File: config.mk
export PLATFORM = sky130hd
export DESIGN_NAME = rst_seq_ctrl
export DESIGN_NICKNAME = d
export VERILOG_FILES = /design/src/rtl/rst_seq_pkg.sv /design/src/rtl/rst_seq_timer.sv /design/src/rtl/rst_seq_ctrl.sv
export SDC_FILE = /design/constraint.sdc
export NUM_CORES = 1
export LEC_CHECK = 0
export CAP_MARGIN = 20
export CORE_MARGIN = 2
export CORE_UTILIZATION = 40
export CTS_CLUSTER_SIZE = 25
export DETAILED_ROUTE_END_ITERATION = 6
export PLACE_DENSITY = 0.63
export SLEW_MARGIN = 25
export SYNTH_ARGS = -nofsm -noshare
export SYNTH_HDL_FRONTEND = slang
export SYNTH_HIERARCHICAL = 1
export SYNTH_SLANG_ARGS = --single-unit
File: constraint.sdc
create_clock -name clk_100 -period 4.4 [get_ports clk_100]
set_clock_uncertainty 0.05 [all_clocks]
set_input_delay 0.66 -clock clk_100 [delete_from_list [all_inputs] [get_ports clk_100]]
set_output_delay 0.66 -clock clk_100 [all_outputs]
set_load 0.005 [all_outputs]
File: src/rtl/rst_seq_pkg.sv
// Shared types and defaults for the clk_100 reset sequencer.
package rst_seq_pkg;

  typedef enum logic [2:0] {HOLD, WAIT, GAP, RUN, FAIL, FAULT} state_e;

  localparam int NSTAGE_DEF      = 3;
  localparam int HOLD_CYC_DEF    = 100;
  localparam int GAP_CYC_DEF     = 16;
  localparam int TIMEOUT_CYC_DEF = 1_000_000;
  localparam int MAX_RETRY_DEF   = 3;
  localparam int SEC_CYC_DEF     = 100_000_000;
  localparam int TIMER_W         = 32;

  // Width of a stage index; never narrower than one bit.
  function automatic int stage_w(input int n);
    return (n > 1) ? $clog2(n) : 1;
  endfunction

endpackage

File: src/rtl/rst_seq_timer.sv
// Loadable up-counter with synchronous clear and a terminal-count compare.
// Holds at the terminal value (or all-ones) instead of wrapping.
module rst_seq_timer #(
  parameter int W = 32
) (
  input  logic         clk_100,
  input  logic         rst_n,
  input  logic         clr,
  input  logic         load,
  input  logic [W-1:0] load_val,
  input  logic [W-1:0] term,
  output logic [W-1:0] cnt,
  output logic         hit
);

  assign hit = (cnt == term);

  always_ff @(posedge clk_100) begin
    if (!rst_n) begin
      cnt <= '0;
    end else if (clr) begin
      cnt <= '0;
    end else if (load) begin
      cnt <= load_val;
    end else if (!hit && (cnt != '1)) begin
      cnt <= cnt + W'(1);
    end
  end

endmodule

File: src/rtl/rst_seq_ctrl.sv
// Staged reset sequencer: holds all subsystem resets, then releases them in
// index order, gated by each stage's done flag, with timeout and retry.
// Optional periodic restart in RUN is enabled by defining RST_SEQ_PERIODIC_EN.
module rst_seq_ctrl
  import rst_seq_pkg::*;
#(
  parameter int NSTAGE      = NSTAGE_DEF,
  parameter int HOLD_CYC    = HOLD_CYC_DEF,
  parameter int GAP_CYC     = GAP_CYC_DEF,
  parameter int TIMEOUT_CYC = TIMEOUT_CYC_DEF,
  parameter int MAX_RETRY   = MAX_RETRY_DEF,
  parameter int SEC_CYC     = SEC_CYC_DEF
) (
  input  logic                       clk_100,
  input  logic                       rst_n,
  input  logic                       soft_req,
  input  logic [1:0]                 mode,
  input  logic [NSTAGE-1:0]          stage_done,
  output logic [NSTAGE-1:0]          rst_out_n,
  output logic                       busy,
  output logic                       all_ready,
  output logic                       timeout_err,
  output logic [stage_w(NSTAGE)-1:0] fail_stage,
  output logic [1:0]                 retry_cnt
);

  localparam int SW = stage_w(NSTAGE);
  localparam logic [SW-1:0] LAST = SW'(NSTAGE - 1);

  state_e              state, state_nx;
  logic [SW-1:0]       k, k_nx;
  logic [NSTAGE-1:0]   rst_nx;
  logic                terr_nx;
  logic [SW-1:0]       fs_nx;
  logic [1:0]          rc_nx;
  logic                tmr_clr, tmr_hit, per_force;
  logic [TIMER_W-1:0]  tmr_term, unused_tmr_cnt;

  function automatic logic [SW-1:0] lowest_zero(input logic [NSTAGE-1:0] v);
    logic [SW-1:0] idx;
    idx = '0;
    for (int i = NSTAGE - 1; i >= 0; i--) begin
      if (!v[i]) idx = SW'(i);
    end
    return idx;
  endfunction

  function automatic logic [1:0] bump(input logic [1:0] c);
    return (c == 2'b11) ? c : c + 2'd1;
  endfunction

  always_comb begin
    tmr_term = '1;
    case (state)
      HOLD:    tmr_term = TIMER_W'(HOLD_CYC - 1);
      WAIT:    tmr_term = TIMER_W'(TIMEOUT_CYC - 1);
      GAP:     tmr_term = TIMER_W'(GAP_CYC - 1);
      default: tmr_term = '1;
    endcase
  end

  // Timer restarts on every state entry, including a soft restart from HOLD.
  assign tmr_clr = soft_req || (state_nx != state);

  rst_seq_timer #(.W(TIMER_W)) u_state_tmr (
    .clk_100  (clk_100),
    .rst_n    (rst_n),
    .clr      (tmr_clr),
    .load     (1'b0),
    .load_val ('0),
    .term     (tmr_term),
    .cnt      (unused_tmr_cnt),
    .hit      (tmr_hit)
  );

`ifdef RST_SEQ_PERIODIC_EN
  logic [TIMER_W-1:0] per_term, unused_per_cnt;
  logic               per_hit;

  // Interval is latched on RUN entry so mode changes only apply next time.
  always_ff @(posedge clk_100) begin
    if (!rst_n) begin
      per_term <= '0;
    end else if ((state_nx == RUN) && (state != RUN)) begin
      per_term <= TIMER_W'((3 + int'(mode)) * SEC_CYC - 1);
    end
  end

  rst_seq_timer #(.W(TIMER_W)) u_per_tmr (
    .clk_100  (clk_100),
    .rst_n    (rst_n),
    .clr      (state != RUN),
    .load     (1'b0),
    .load_val ('0),
    .term     (per_term),
    .cnt      (unused_per_cnt),
    .hit      (per_hit)
  );

  assign per_force = (state == RUN) && per_hit;
`else
  logic unused_cfg;
  assign unused_cfg = ^{mode, TIMER_W'(SEC_CYC)};
  assign per_force  = 1'b0;
`endif

  always_comb begin
    state_nx = state;
    k_nx     = k;
    rst_nx   = rst_out_n;
    terr_nx  = timeout_err;
    fs_nx    = fail_stage;
    rc_nx    = retry_cnt;
    if (soft_req) begin
      state_nx = HOLD;
      k_nx     = '0;
      rst_nx   = '0;
      terr_nx  = 1'b0;
      rc_nx    = '0;
    end else begin
      case (state)
        HOLD: begin
          rst_nx = '0;
          if (tmr_hit) begin
            state_nx  = WAIT;
            k_nx      = '0;
            rst_nx[0] = 1'b1;
          end
        end
        WAIT: begin
          if (stage_done[k]) begin
            state_nx = (k == LAST) ? RUN : GAP;
          end else if (tmr_hit) begin
            state_nx = FAIL;
            terr_nx  = 1'b1;
            fs_nx    = k;
            rc_nx    = bump(retry_cnt);
          end
        end
        GAP: begin
          if (tmr_hit) begin
            state_nx     = WAIT;
            k_nx         = k + SW'(1);
            rst_nx[k_nx] = 1'b1;
          end
        end
        RUN: begin
          if (!(&stage_done)) begin
            state_nx = FAIL;
            terr_nx  = 1'b1;
            fs_nx    = lowest_zero(stage_done);
            rc_nx    = bump(retry_cnt);
          end else if (per_force) begin
            state_nx = HOLD;
            k_nx     = '0;
            rst_nx   = '0;
            rc_nx    = '0;
          end
        end
        FAIL: begin
          rst_nx   = '0;
          state_nx = (32'(retry_cnt) < MAX_RETRY) ? HOLD : FAULT;
        end
        FAULT: begin
          rst_nx = '0;
        end
        default: begin
          state_nx = HOLD;
          rst_nx   = '0;
        end
      endcase
    end
  end

  always_ff @(posedge clk_100) begin
    if (!rst_n) begin
      state       <= HOLD;
      k           <= '0;
      rst_out_n   <= '0;
      timeout_err <= 1'b0;
      fail_stage  <= '0;
      retry_cnt   <= '0;
    end else begin
      state       <= state_nx;
      k           <= k_nx;
      rst_out_n   <= rst_nx;
      timeout_err <= terr_nx;
      fail_stage  <= fs_nx;
      retry_cnt   <= rc_nx;
    end
  end

  assign busy      = (state != RUN);
  assign all_ready = (state == RUN);

endmodule

==> out/metrics.cfg, run 1 <==
[run_status]
status = complete, no violations

[grt]
grt_pass1_vias = 2513
overflow = 0
grt_pass1_wl_um = 12300
grtUsageTotal = 0.178
grt_max_degree = 59
antenna_found_initial = 0

[sta]
grt_setup_unrepaired = no
max_freq_mhz = 267
hold_violations = 0
period_share = 0.852
setup_violations = 0
finalSetupTns_ns = 0
maxSlewViolCount = 0
fin_hold_ws_ns = 0.406
period_needed_ns = 3.75
tightest_slew_ns = 0.593
max-slew-margin-rel = 0.604

[worst_setup_path]
r2r_setup_slack_ns = 0.65
end_kind = flop
arrival_ns = 3.90
path_cells = a21o_1 -> buf_4 -> xnor2_1 -> nand4_1 -> nor4_1 -> nand2_2 -> inv_2 -> buf_4 -> inv_1 -> o41ai_1 -> a221o_1 -> nor2b_1 -> buf_4 -> o21ai_0 -> a21oi_1
path_buf_inv = 5
cp_slowest_stage_delay_ns = 0.62
cpMaxStageDelayCell = dfxtp_1
path_common_cell = buf_4
crit_fanout = 25
path_class = flop to flop
required_ns = 4.55
crit_family = buffers and inverters
worstSetupStartpointType = flop

[final_layout]
layout-drive-gt1-share = 0.0812
stdcell_count = 533
fillers = 748
antenna_cells = 0
regArea_um2 = 901
multi_input_area_mm2 = 0.00218
area_delta_synth_final_pct = 14.7
nets = 444
utilization = 0.467

[logic_synthesis]
ys.flop_type = dfxtp_1
syn_inst = 385
synth.distinct_cells = 64
yosys_warnings = 6
synth.top_cells.by_count = xnor2_1, dfxtp_1, o21ai_0
yosys.area.top_type_share = 0.289
synth_area_mm2 = 0.00311
synth-seq-area-share = 0.289
async_flop_share = 0
synth.most_common_cell = xnor2_1
synth-edff-count = 0
netlist_top_cells_area = dfxtp_1, xnor2_1, o21ai_0
synth_largest_area_cell = dfxtp_1
synth_seq_cells = 45
avgSynthCellArea_um2 = 8.09

[clock_tree]
cts_buffers = 5
clock_sinks = 45
cts_buffer_depth = 2
clk_latency_ns = 0.31
htreeDepth = 2
holdBufCountCts = 0
path_clk_slew_ns = 0.10
post-cts-setup-buffer-count = 0
cts_tree = done
cts_root_buf = clkbuf_8
cts-resized-gates = 0

[power_and_ir_drop]
p_per_area_mw_per_mm2 = 236
ir_drop_mv = 0.119
p_leak_nw = 1.15

[placed_design]
portBuffers = 15
gp_congestion = 0.874
dp.cells = 525
dpl.hpwl_um = 5170

[floorplanning]
die_w_um = 92.2
core_area_mm2 = 0.00765
die_y_um = 92.2
fp-row-count = 32
initial_core_util = 0.407
die_area_mm2 = 0.00850
num_io_pins = 18

[drt]
wl_um = 7300
avgViaCountPerCell = 5.21
first_pass_iters = 4
final_antenna_net_count = 0
wl_per_cell_um = 13.7
via_count = 2779
drc = 0
drtIter0Drc = 118

[hold_path]
hold_path_class = flop to flop

[job]
drv_cap = 0

[kinds of logic after synthesis]
logic type      synth area share
compound gates             0.189
xor+xnor                   0.158
fa+ha+maj                 0.0241
buf+inv                   0.0555
flops                      0.289
mux                       0.0289
other cells              0.00241
simple gates               0.254
[stage by stage]
stage / instance area (um2) / total power [mW] / setup slack, ns
6_report: 3570 / 0.842 / 0.650
5_1_grt: 3570 / 0.880 / 0.296
4_1_cts: 3570 / 0.847 / 0.684
3_5_place_dp: 3450 / 0.521 / 0.718
3_3_place_gp: 3450 / 0.520 / 0.760
2_1_floorplan: 3260 / 0.503 / 0.769
[state kept, by name (all words and copies together), names as in the netlist]
signal and flops:
timeout_err 1, k 2, fail_stage 2, u_state_tmr/cnt 32
state 3, rst_out_n 3, retry_cnt 2
[report_power, final]
| group | leakage, nW | switching [mW] | total [mW] | internal [mW] |
|---|---|---|---|---|
| combinational | 0.729 | 0.0405 | 0.0745 | 0.0340 |
| sequential | 0.367 | 0.0215 | 0.441 | 0.420 |
| clock | 0.0543 | 0.156 | 0.327 | 0.170 |
| total | 1.15 | 0.218 | 0.842 | 0.624 |
[worst min-delay path, delay by kind of cell (launching register included)]
kind	cells	cell delay, ns
AO/OA/AOI/OAI	1	0.05
buffers and inverters	1	0.05
flip-flops	1	0.32
[cell usage in the layout, fill, tap and decap left out, drive strengths merged, types with 2 or more instances in the layout]
cell,synthesis,layout
nand2b,5,5
nand3,15,15
xnor2,53,53
o21ai,37,37
and4,5,5
nand3b,3,3
o22ai,3,3
mux2i,9,9
nor2,20,20
inv,15,15
dfxtp,45,45
a21o,2,2
ha,6,6
nor3,9,9
clkbuf,9,5
nand4,17,17
buf,11,5
or4,4,4
nor4,8,8
o31ai,4,4
xor2,3,3
and3,9,9
o2111ai,2,2
nor4b,2,2
a21oi,34,34
a31oi,5,5
o211ai,2,2
nand2,28,28
nor2b,2,2
nor3b,2,2
conb,2,40
clkdlybuf4s50,0,15
[path summary, 6_finish.rpt]
check | end | start | depth (start not counted)
setup / recovery | u_state_tmr/cnt[6] | state[1] | 15
setup reg to reg | u_state_tmr/cnt[6] | state[1] | 15
hold / removal | timeout_err | timeout_err | 2
hold reg to reg | timeout_err | timeout_err | 2
[routing by layer]
layer | track usage | vias up | share of wire
li1 | - | 1439 | -
met1 | 0.252 | 1285 | 0.51
met2 | 0.282 | 51 | 0.44
met3 | 0.0279 | 4 | 0.035
met4 | 0.0448 | 0 | 0.010
met5 | 0 | - | 0
[final cells by class]
cell class / instances / share of cell area
multi-input cells: 343 / 0.611
inverters: 15 / 0.0158
clock buffers: 5 / 0.0193
flip-flops and latches: 45 / 0.252
repair buffers: 20 / 0.0526
well taps: 102 / 0.0358
clock inverters: 3 / 0.0130
Power figures use the tool's default switching activity.
==> inputs of run 2 (changes only) <==
Settings changed: GPL_ROUTABILITY_DRIVEN from default to 0.
==> results of run 2 <==
The final DEF is identical to that of run 1; final timing and power are the same.
==> inputs of run 3 (changes only) <==
Settings changed: CTS_BUF_LIST from default to sky130_fd_sc_hd__clkbuf_16.
==> run 3 against run 2 <==
  * Via count is 0.86% higher
  * Critical path type unchanged
  * Worst setup slack improved by 0.0033 ns
  * Sequential power is essentially flat
  * Final area grew 1.6%
  * Wire length is essentially flat
  * Register-to-register slack barely moved
  * Sequential share of layout area is 0.39 points lower
  * Critical endpoint is now u_state_tmr/cnt[31]
  * Non-clock buffer count unchanged
  * Utilization rose by 0.74 points
  * Largest power group unchanged
==> out/metrics.cfg, run 3 (synthesized netlist as in run 1, its figures left out) <==
[final_layout]
reg_top3 = u_state_tmr/cnt x32, rst_out_n x3, state x3
area_delta_synth_final_pct = 16.5
fillers = 742
layout_common_cells = xnor2_1, dfxtp_1, conb_1
top_register = u_state_tmr/cnt
antenna_cells = 0
nets = 444
mostFrequentLayoutCell = xnor2_1
largest_reg_flops = 32
layout-drive-gt1-share = 0.0812

[sta]
max-slew-margin-rel = 0.586
period_share = 0.852
max_freq_mhz = 267
setup_slack_ns = 0.653
hold_violations = 0
maxSlewViolCount = 0
period_needed_ns = 3.75
grt_setup_unrepaired = no
finalSetupTns_ns = 0
tightest_slew_ns = 0.620
setup_violations = 0

[drt]
drtIter0Drc = 151
via_count = 2803
avgViaCountPerCell = 5.26
drc = 0
wl_per_cell_um = 13.7
wl_um = 7300
final_antenna_net_count = 0
first_pass_iters = 4

[floorplanning]
initial_core_util = 0.407
die_y_um = 92.2
die_w_um = 92.2
core_area_mm2 = 0.00765
fp-row-count = 32
die_area_mm2 = 0.00850
num_io_pins = 18

[worst_setup_path]
required_ns = 4.52
r2r-end = u_state_tmr/cnt[31]
worstSetupStartpointType = flop
cpMaxStageDelayCell = dfxtp_1
path_common_cell = buf_4
timing.rr.start = state[1]
path_class = flop to flop
crit_fanout = 25
end_kind = flop
crit_path_end = u_state_tmr/cnt[31]
worstRegToRegCells = 15
path_cells = a21o_1 -> buf_4 -> xnor2_1 -> nand4_1 -> nor4_1 -> nand2_2 -> inv_2 -> buf_4 -> inv_1 -> o41ai_1 -> a221o_1 -> nor2b_1 -> buf_4 -> o21ai_0 -> a21oi_1
arrival_ns = 3.87
worstSetupStartpoint = state[1]
cp_slowest_stage_delay_ns = 0.61
r2r_setup_slack_ns = 0.65

[clock_tree]
post-cts-setup-buffer-count = 0
cts_buffer_depth = 2
clock_sinks = 45
cts_root_buf = clkbuf_16
cts_buffers = 5
holdBufCountCts = 0
htreeDepth = 2
path_clk_slew_ns = 0.07
clk_latency_ns = 0.29
cts_tree = done
cts-resized-gates = 0

[grt]
grt_pass1_vias = 2541
grtUsageTotal = 0.179
grt_max_degree = 59
overflow = 0
grt_pass1_wl_um = 12300
antenna_found_initial = 0

[power_and_ir_drop]
p_per_area_mw_per_mm2 = 262
ir_drop_mv = 0.144
p_leak_nw = 1.18
fin_total_pwr_mw = 0.950

[placed_design]
portBuffers = 15
dpl.hpwl_um = 5170
dp_slack_ns = 0.718

[hold_path]
hold_path_class = flop to flop

[run_status]
status = complete, no violations

[job]
drv_cap = 0

## run 3: cell types whose count changed in the layout (fill, tap and decap cells not counted)
cell	delta
clkbuf_16	+5
clkbuf_8	-5
## run 3: metal layers
metal / track usage / vias to the layer above / share of wire
met2: 0.282 / 59 / 0.45
met4: 0.0547 / 0 / 0.015
met1: 0.251 / 1295 / 0.49
met5: 0 / - / 0
met3: 0.0279 / 10 / 0.047
li1: - / 1439 / -
## run 3: area by class of cell
class | count | area, um2 | area share
Tap cell | 102 | 128 | 0.0352
Clock inverter | 3 | 46.3 | 0.0128
Clock buffer | 5 | 125 | 0.0345
Multi-Input combinational cell | 343 | 2180 | 0.602
Timing Repair Buffer | 20 | 188 | 0.0518
Sequential cell | 45 | 901 | 0.248
Inverter | 15 | 56.3 | 0.0155
## run 3: per-stage QoR
stage | hold WS (ns) | cells | utilization | area, um2
floorplan | 0.392 | 423 | - | 3260
global placement | 0.384 | 525 | 0.452 | 3450
detailed placement | 0.394 | 525 | 0.452 | 3450
CTS | 0.404 | 533 | 0.474 | 3630
global route | 0.418 | 533 | 0.474 | 3630
finish | 0.402 | 533 | 0.474 | 3630
## run 3: critical path: cells and delay by family, from the launching register on
kind / cells / cell delay [ns]
buffers and inverters: 5 / 0.98
and+or+nand+nor: 4 / 0.87
xor gates and xnor gates: 1 / 0.17
DFF: 1 / 0.61
AOI/OAI and AO/OA: 5 / 0.93
## run 3: power breakdown
| group | internal [mW] | switching [mW] |
|---|---|---|
| Combinational | 0.0340 | 0.0407 |
| Clock | 0.269 | 0.165 |
| Sequential | 0.420 | 0.0215 |
## run 3: worst min path at each step
stage / startpoint / to / slack [ns] / depth (start not counted)
finish: timeout_err / timeout_err / 0.40 / 2
floorplan: timeout_err / timeout_err / 0.39 / 2
CTS: timeout_err / timeout_err / 0.40 / 2
global route: timeout_err / timeout_err / 0.42 / 2
detailed placement: timeout_err / timeout_err / 0.39 / 2
global placement: timeout_err / timeout_err / 0.38 / 2
